==> src/rtl/lives_manager.sv <==
// lives_manager
//   Tracks lives for NUM_PLAYERS independent players. Each player has
//   rising-edge hit/bonus detection and a post-hit invulnerability window.
//   The block drives thermometer heart masks, sticky death flags, one-cycle
//   life-lost pulses and a global game_over. All outputs are registered.
//
// Ports
//   clk           system clock
//   resetN        asynchronous active-low reset
//   game_restart  synchronous re-initialise of every player (active-high)
//   hit           per-player damage request; the rising edge counts
//   bonus_life    per-player extra-life request; the rising edge counts
//   lives_count   packed lives, player p at [p*LIFE_W +: LIFE_W]
//   heart_mask    thermometer, player p at [p*MAX_LIVES +: MAX_LIVES]
//   invulnerable  high while the player is in INVULN
//   player_died   sticky, high while the player is in DEAD
//   life_lost     one-cycle pulse on each accepted hit
//   game_over     sticky, high when every player is DEAD
//
// Per-player FSM
//   state  | meaning
//   ALIVE  | accepts hits and bonuses
//   INVULN | hits ignored, bonuses applied, down-counter running
//   DEAD   | lives = 0, all events ignored until restart/reset
module lives_manager #(
    parameter int NUM_PLAYERS   = 2,
    parameter int MAX_LIVES     = 5,
    parameter int START_LIVES   = 3,
    parameter int INVULN_CYCLES = 50000000,
    parameter int LIFE_W        = $clog2(MAX_LIVES + 1)
) (
    input  logic                            clk,
    input  logic                            resetN,
    input  logic                            game_restart,
    input  logic [NUM_PLAYERS-1:0]          hit,
    input  logic [NUM_PLAYERS-1:0]          bonus_life,
    output logic [NUM_PLAYERS*LIFE_W-1:0]   lives_count,
    output logic [NUM_PLAYERS*MAX_LIVES-1:0] heart_mask,
    output logic [NUM_PLAYERS-1:0]          invulnerable,
    output logic [NUM_PLAYERS-1:0]          player_died,
    output logic [NUM_PLAYERS-1:0]          life_lost,
    output logic                            game_over
);

    localparam logic [1:0] ALIVE  = 2'd0;
    localparam logic [1:0] INVULN = 2'd1;
    localparam logic [1:0] DEAD   = 2'd2;

    // The timer holds INVULN_CYCLES-1 down to 0, so it only needs that range.
    localparam int TMR_W = (INVULN_CYCLES > 1) ? $clog2(INVULN_CYCLES) : 1;
    localparam logic [TMR_W-1:0] TMR_LOAD = TMR_W'(INVULN_CYCLES - 1);

    localparam logic [LIFE_W-1:0] START_L = LIFE_W'(START_LIVES);
    localparam logic [LIFE_W-1:0] MAX_L   = LIFE_W'(MAX_LIVES);
    localparam logic [LIFE_W-1:0] ONE_L   = LIFE_W'(1);

    localparam int unsigned START_MASK_I = (1 << START_LIVES) - 1;
    localparam logic [MAX_LIVES-1:0] START_MASK = START_MASK_I[MAX_LIVES-1:0];

    logic [NUM_PLAYERS-1:0] hit_d;
    logic [NUM_PLAYERS-1:0] bonus_d;
    logic [NUM_PLAYERS-1:0] dead_nxt;

    // Edge history updates in every state, including during restart.
    always_ff @(posedge clk or negedge resetN) begin
        if (!resetN) begin
            hit_d   <= '0;
            bonus_d <= '0;
        end else begin
            hit_d   <= hit;
            bonus_d <= bonus_life;
        end
    end

    for (genvar p = 0; p < NUM_PLAYERS; p++) begin : g_player
        logic                 hit_e;
        logic                 bonus_e;
        logic [1:0]           st_q;
        logic [1:0]           st_nxt;
        logic [LIFE_W-1:0]    lives_q;
        logic [LIFE_W-1:0]    lives_nxt;
        logic [TMR_W-1:0]     tmr_q;
        logic [TMR_W-1:0]     tmr_nxt;
        logic                 lost_nxt;
        logic [MAX_LIVES-1:0] hmask_q;
        logic [MAX_LIVES-1:0] hmask_nxt;
        logic                 inv_q;
        logic                 died_q;
        logic                 lost_q;

        assign hit_e   = hit[p] & ~hit_d[p];
        assign bonus_e = bonus_life[p] & ~bonus_d[p];

        always_comb begin
            st_nxt    = st_q;
            lives_nxt = lives_q;
            tmr_nxt   = tmr_q;
            lost_nxt  = 1'b0;
            if (game_restart) begin
                st_nxt    = ALIVE;
                lives_nxt = START_L;
                tmr_nxt   = '0;
            end else begin
                case (st_q)
                    ALIVE: begin
                        // Hit wins over a simultaneous bonus.
                        if (hit_e) begin
                            lost_nxt = 1'b1;
                            if (lives_q > ONE_L) begin
                                lives_nxt = lives_q - ONE_L;
                                tmr_nxt   = TMR_LOAD;
                                st_nxt    = INVULN;
                            end else begin
                                lives_nxt = '0;
                                st_nxt    = DEAD;
                            end
                        end else if (bonus_e && (lives_q < MAX_L)) begin
                            lives_nxt = lives_q + ONE_L;
                        end
                    end
                    INVULN: begin
                        if (bonus_e && (lives_q < MAX_L)) begin
                            lives_nxt = lives_q + ONE_L;
                        end
                        if (tmr_q == '0) begin
                            st_nxt = ALIVE;
                        end else begin
                            tmr_nxt = tmr_q - TMR_W'(1);
                        end
                    end
                    DEAD: begin
                        lives_nxt = '0;
                    end
                    default: begin
                        st_nxt = ALIVE;
                    end
                endcase
            end
        end

        always_comb begin
            hmask_nxt = '0;
            for (int i = 0; i < MAX_LIVES; i++) begin
                hmask_nxt[i] = (int'(lives_nxt) > i);
            end
        end

        assign dead_nxt[p] = (st_nxt == DEAD);

        always_ff @(posedge clk or negedge resetN) begin
            if (!resetN) begin
                st_q    <= ALIVE;
                lives_q <= START_L;
                tmr_q   <= '0;
                hmask_q <= START_MASK;
                inv_q   <= 1'b0;
                died_q  <= 1'b0;
                lost_q  <= 1'b0;
            end else begin
                st_q    <= st_nxt;
                lives_q <= lives_nxt;
                tmr_q   <= tmr_nxt;
                hmask_q <= hmask_nxt;
                inv_q   <= (st_nxt == INVULN);
                died_q  <= (st_nxt == DEAD);
                lost_q  <= lost_nxt;
            end
        end

        assign lives_count[p*LIFE_W +: LIFE_W]      = lives_q;
        assign heart_mask[p*MAX_LIVES +: MAX_LIVES] = hmask_q;
        assign invulnerable[p]                      = inv_q;
        assign player_died[p]                       = died_q;
        assign life_lost[p]                         = lost_q;
    end

    // DEAD is sticky until restart, so "all next-states DEAD" is already sticky.
    always_ff @(posedge clk or negedge resetN) begin
        if (!resetN) begin
            game_over <= 1'b0;
        end else begin
            game_over <= &dead_nxt;
        end
    end

endmodule

==> config.mk <==
export PLATFORM = sky130hd
export DESIGN_NAME = lives_manager
export DESIGN_NICKNAME = d
export VERILOG_FILES = /design/src/rtl/lives_manager.sv
export SDC_FILE = /design/constraint.sdc
export NUM_CORES = 1
export LEC_CHECK = 0
export BUFFER_PORTS_ARGS = -buffer_cell sky130_fd_sc_hd__buf_2
export CAP_MARGIN = 30
export CORE_MARGIN = 1
export CORE_UTILIZATION = 32
export CTS_CLUSTER_DIAMETER = 80
export CTS_CLUSTER_SIZE = 12
export DETAILED_ROUTE_END_ITERATION = 6
export PLACE_DENSITY = 0.55
export SLEW_MARGIN = 20
export SYNTH_ARGS = -nofsm -noshare
export SYNTH_HDL_FRONTEND = slang
export SYNTH_SLANG_ARGS = --single-unit
export TNS_END_PERCENT = 20
==> constraint.sdc <==
create_clock -name clk -period 6 [get_ports clk]
set_input_delay 1.2 -clock clk [delete_from_list [all_inputs] [get_ports clk]]
set_output_delay 1.2 -clock clk [all_outputs]
set_load 0.01 [all_outputs]
==> results.cfg <==
[critical_path]
crit_path_end_kind = flip-flop
rr_worst_depth = 6
setup.reg_to_reg.worst_slack_ps = 2890
timing.rr.end = g_player[1].tmr_q[25]
setup.worst_path.start_class = primary input
critical_path_peak_fanout = 46
worstSetupPathType = in2reg
critical_path.reg2reg.startpoint = g_player[1].tmr_q[4]
crit_end = g_player[1].hmask_q[2]
worst-endpoint-arrival_ps = 3350
cp_data_required_time_ps = 6210
critical_path.startpoint = game_restart

[die]
placementRows = 43
initial_utilization_pct = 32.8
floorplan.die_area_um2 = 14700
die_x_um = 121
area_inside_the_core_boundary_um2 = 13900
number_of_i_o_pins = 30
die_height_um = 121

[timing]
final-hold-violation-count = 0
achievable-frequency_ghz = 0.319
drv_slew = 0
timing.final.setup_violations = 0
tightest_slew_ps = 940
fin_crit_share_pct = 52.2
maxSlewHeadroom_pct = 37.0
post-route-min-period_ps = 3130
setup_tns_ps = 0
grt_setup_unrepaired = false
final.setup_skew_ps = 7.60

[logic_synthesis]
synth-edff-count = 0
postSynth.topFlopCell = sky130_fd_sc_hd__dfrtp_1
post_synth_inst_count = 483
avgSynthCellArea_um2 = 9.43
synth.yosys.warnings = 0
synth_seq_area_share_pct = 45.3
synthesized_area_um2 = 4550
synth_seq_cells = 82
yosys.cell_types.count = 63
syn_nets = 499
postSynth.asyncResetShare_pct = 100

[place]
io_port_bufs = 29
routabilityCongestion = 0.810
placed_cells = 662
dpl.hpwl_um = 7290

[pwr]
netSwitchingPower_mw = 0.612
vdd_drop_max_uv = 149
leakage_nw = 2.17
relative_contribution_of_combinational_cells_to_total_power_pct = 28.0
totalPowerFinal_mw = 1.75
p_clk_share_pct = 31.4
internal-power_mw = 1.14
seq_power_share_pct = 40.6
p_sw_share_pct = 34.9
power-per-cell-area_nw_per_um2 = 344

[clock_tree]
tritoncts.num_buffers = 9
cts.htree.levels = 3
max-clock-path-buffers = 2
tritoncts = built
clock_slew_at_reported_path_ffs_ps = 60
post-cts-setup-buffers = 0
cts_repair_resize_count = 0
root_buffer = sky130_fd_sc_hd__clkbuf_16
cts-hold-fix-buffers = 0
clk_latency_ps = 330
clock_sink_count = 82

[layout]
finalNonFillerCells = 678
final_cell_mix = sky130_fd_sc_hd__dfrtp_1 (72), sky130_fd_sc_hd__nor2_1 (44), sky130_fd_sc_hd__nor3_1 (35), sky130_fd_sc_hd__buf_2 (28), sky130_fd_sc_hd__a21oi_1 (26)
final_common_cell = sky130_fd_sc_hd__dfrtp_1
finished_core_util_pct = 36.7
antenna_cells_inserted = 0
final_layout_size_suffix_gt1_share_pct = 14.1
layout.nets = 509
flow.area_growth_from_synthesis_pct = 12.0

[routing]
highest-signal-layer = met4
routed_via_density = 5.78
firstDrtPassIters = 4
routed-via-count = 3916
met3WireLength_um = 561
drc = 0
route.met2.wl_um = 5200
first_iter_violations = 443
wl_per_cell_um = 16.4
detail_route.wirelength_um = 11100
wirelength_met1_um = 5230
detail-route-antenna-nets = 0

[grt]
antenna_found_initial = 0
gr-usage-all-layers_pct = 16.2
first_global_vias = 3819
grt_first_pass_wirelength_um = 19000
pin_count_of_the_biggest_net_entering_global_routing = 48
grt_overflow = 0

[hold_path]
min_path_type = reg2reg

[status]
run_status = finished clean

[job]
cap_viol_max_count = 0
==> power by group through the flow <==
| stage | combinational (mW) | clock, mW | sequential (mW) |
|---|---|---|---|
| after floorplan | 0.370 | 0 | 0.704 |
| after global placement | 0.477 | 0 | 0.717 |
| after detailed placement | 0.487 | 0 | 0.719 |
| after CTS | 0.489 | 0.567 | 0.710 |
| after global routing | 0.552 | 0.585 | 0.725 |
| final | 0.492 | 0.550 | 0.713 |
==> cells by family (layout without fill, tap and decap cells) <==
family          count (synthesis)  count (layout)  share of synthesized area, %
compound gates                138             138                          21.6
xor+xnor                       11              11                          2.12
fa+ha+maj                       9               9                          2.47
buf+inv                        54              69                          5.28
flops                          82              82                          45.3
simple gates                  189             189                          23.2
==> synth_stat cells (6+ instances only) <==
| master | instances | share of area, % |
|---|---|---|
| sky130_fd_sc_hd__o21ai_0 | 18 | 2.0 |
| sky130_fd_sc_hd__dfrtp_1 | 72 | 40 |
| sky130_fd_sc_hd__ha_1 | 9 | 2.5 |
| sky130_fd_sc_hd__nand4_1 | 6 | 0.82 |
| sky130_fd_sc_hd__o21a_1 | 10 | 1.6 |
| sky130_fd_sc_hd__or4_1 | 11 | 1.8 |
| sky130_fd_sc_hd__nand2_1 | 15 | 1.2 |
| sky130_fd_sc_hd__o211ai_1 | 8 | 1.3 |
| sky130_fd_sc_hd__o41ai_1 | 7 | 1.3 |
| sky130_fd_sc_hd__a21oi_1 | 26 | 2.9 |
| sky130_fd_sc_hd__nor4_1 | 20 | 2.7 |
| sky130_fd_sc_hd__and3_1 | 8 | 1.1 |
| sky130_fd_sc_hd__buf_4 | 7 | 1.2 |
| sky130_fd_sc_hd__a31oi_1 | 11 | 1.5 |
| sky130_fd_sc_hd__a211oi_1 | 6 | 0.99 |
| sky130_fd_sc_hd__nor2_1 | 44 | 3.6 |
| sky130_fd_sc_hd__or3_1 | 12 | 1.6 |
| sky130_fd_sc_hd__inv_1 | 19 | 1.6 |
| sky130_fd_sc_hd__dfstp_2 | 10 | 5.8 |
| sky130_fd_sc_hd__clkbuf_1 | 21 | 1.7 |
| sky130_fd_sc_hd__nor3_1 | 35 | 3.8 |
| sky130_fd_sc_hd__xor2_1 | 9 | 1.7 |
==> layout make-up <==
type                            instances  area [µm²]
Tap cell                              180         225
Sequential cell                        82        2060
Clock inverter                          3        40.0
Multi-Input combinational cell        347        2250
Fill cell                            1410        8780
Clock buffer                           13         250
Timing Repair Buffer                   33         198
Inverter                               20        75.1
==> metal layers <==
metal,up-vias,track usage [%]
met1,1938,22.6
met3,8,2.40
met4,0,7.48
met2,97,24.4
met5,-,0
li1,1873,-
==> worst min-delay path by stage <==
stage / start / endpoint / cells past startpoint
2_1_floorplan: g_player[1].tmr_q[14] / g_player[1].tmr_q[14] / 1
3_3_place_gp: g_player[1].tmr_q[14] / g_player[1].tmr_q[14] / 1
3_5_place_dp: g_player[1].tmr_q[14] / g_player[1].tmr_q[14] / 1
4_1_cts: g_player[1].tmr_q[14] / g_player[1].tmr_q[14] / 1
5_1_grt: g_player[1].tmr_q[14] / g_player[1].tmr_q[14] / 1
6_report: g_player[1].tmr_q[14] / g_player[1].tmr_q[14] / 1
==> sequential cells by signal (all words and copies together) (netlist names) <==
| signal | flops |
|---|---|
| g_player.st_q | 4 |
| g_player.lost_q | 2 |
| bonus_d | 2 |
| g_player.died_q | 2 |
| g_player.tmr_q | 52 |
| g_player.inv_q | 2 |
| hit_d | 2 |
| game_over | 1 |
| g_player.lives_q | 6 |
| g_player.hmask_q | 9 |
==> stage by stage <==
step / cell area, µm² / setup WS (ps) / hold slack [ps]
floorplan: 4550 / 3160 / 468
global placement: 4780 / 2480 / 487
detailed placement: 4810 / 2490 / 502
CTS: 5100 / 2840 / 509
global route: 5100 / 2600 / 526
finish: 5100 / 2870 / 504
==> critical path, cell delays in order <==
cell and delay, ps:
sky130_fd_sc_hd__buf_2 660, sky130_fd_sc_hd__clkinv_1 780, sky130_fd_sc_hd__o311ai_0 460, sky130_fd_sc_hd__o21ai_0 210
No activity file was read; power rests on OpenSTA's default activity.
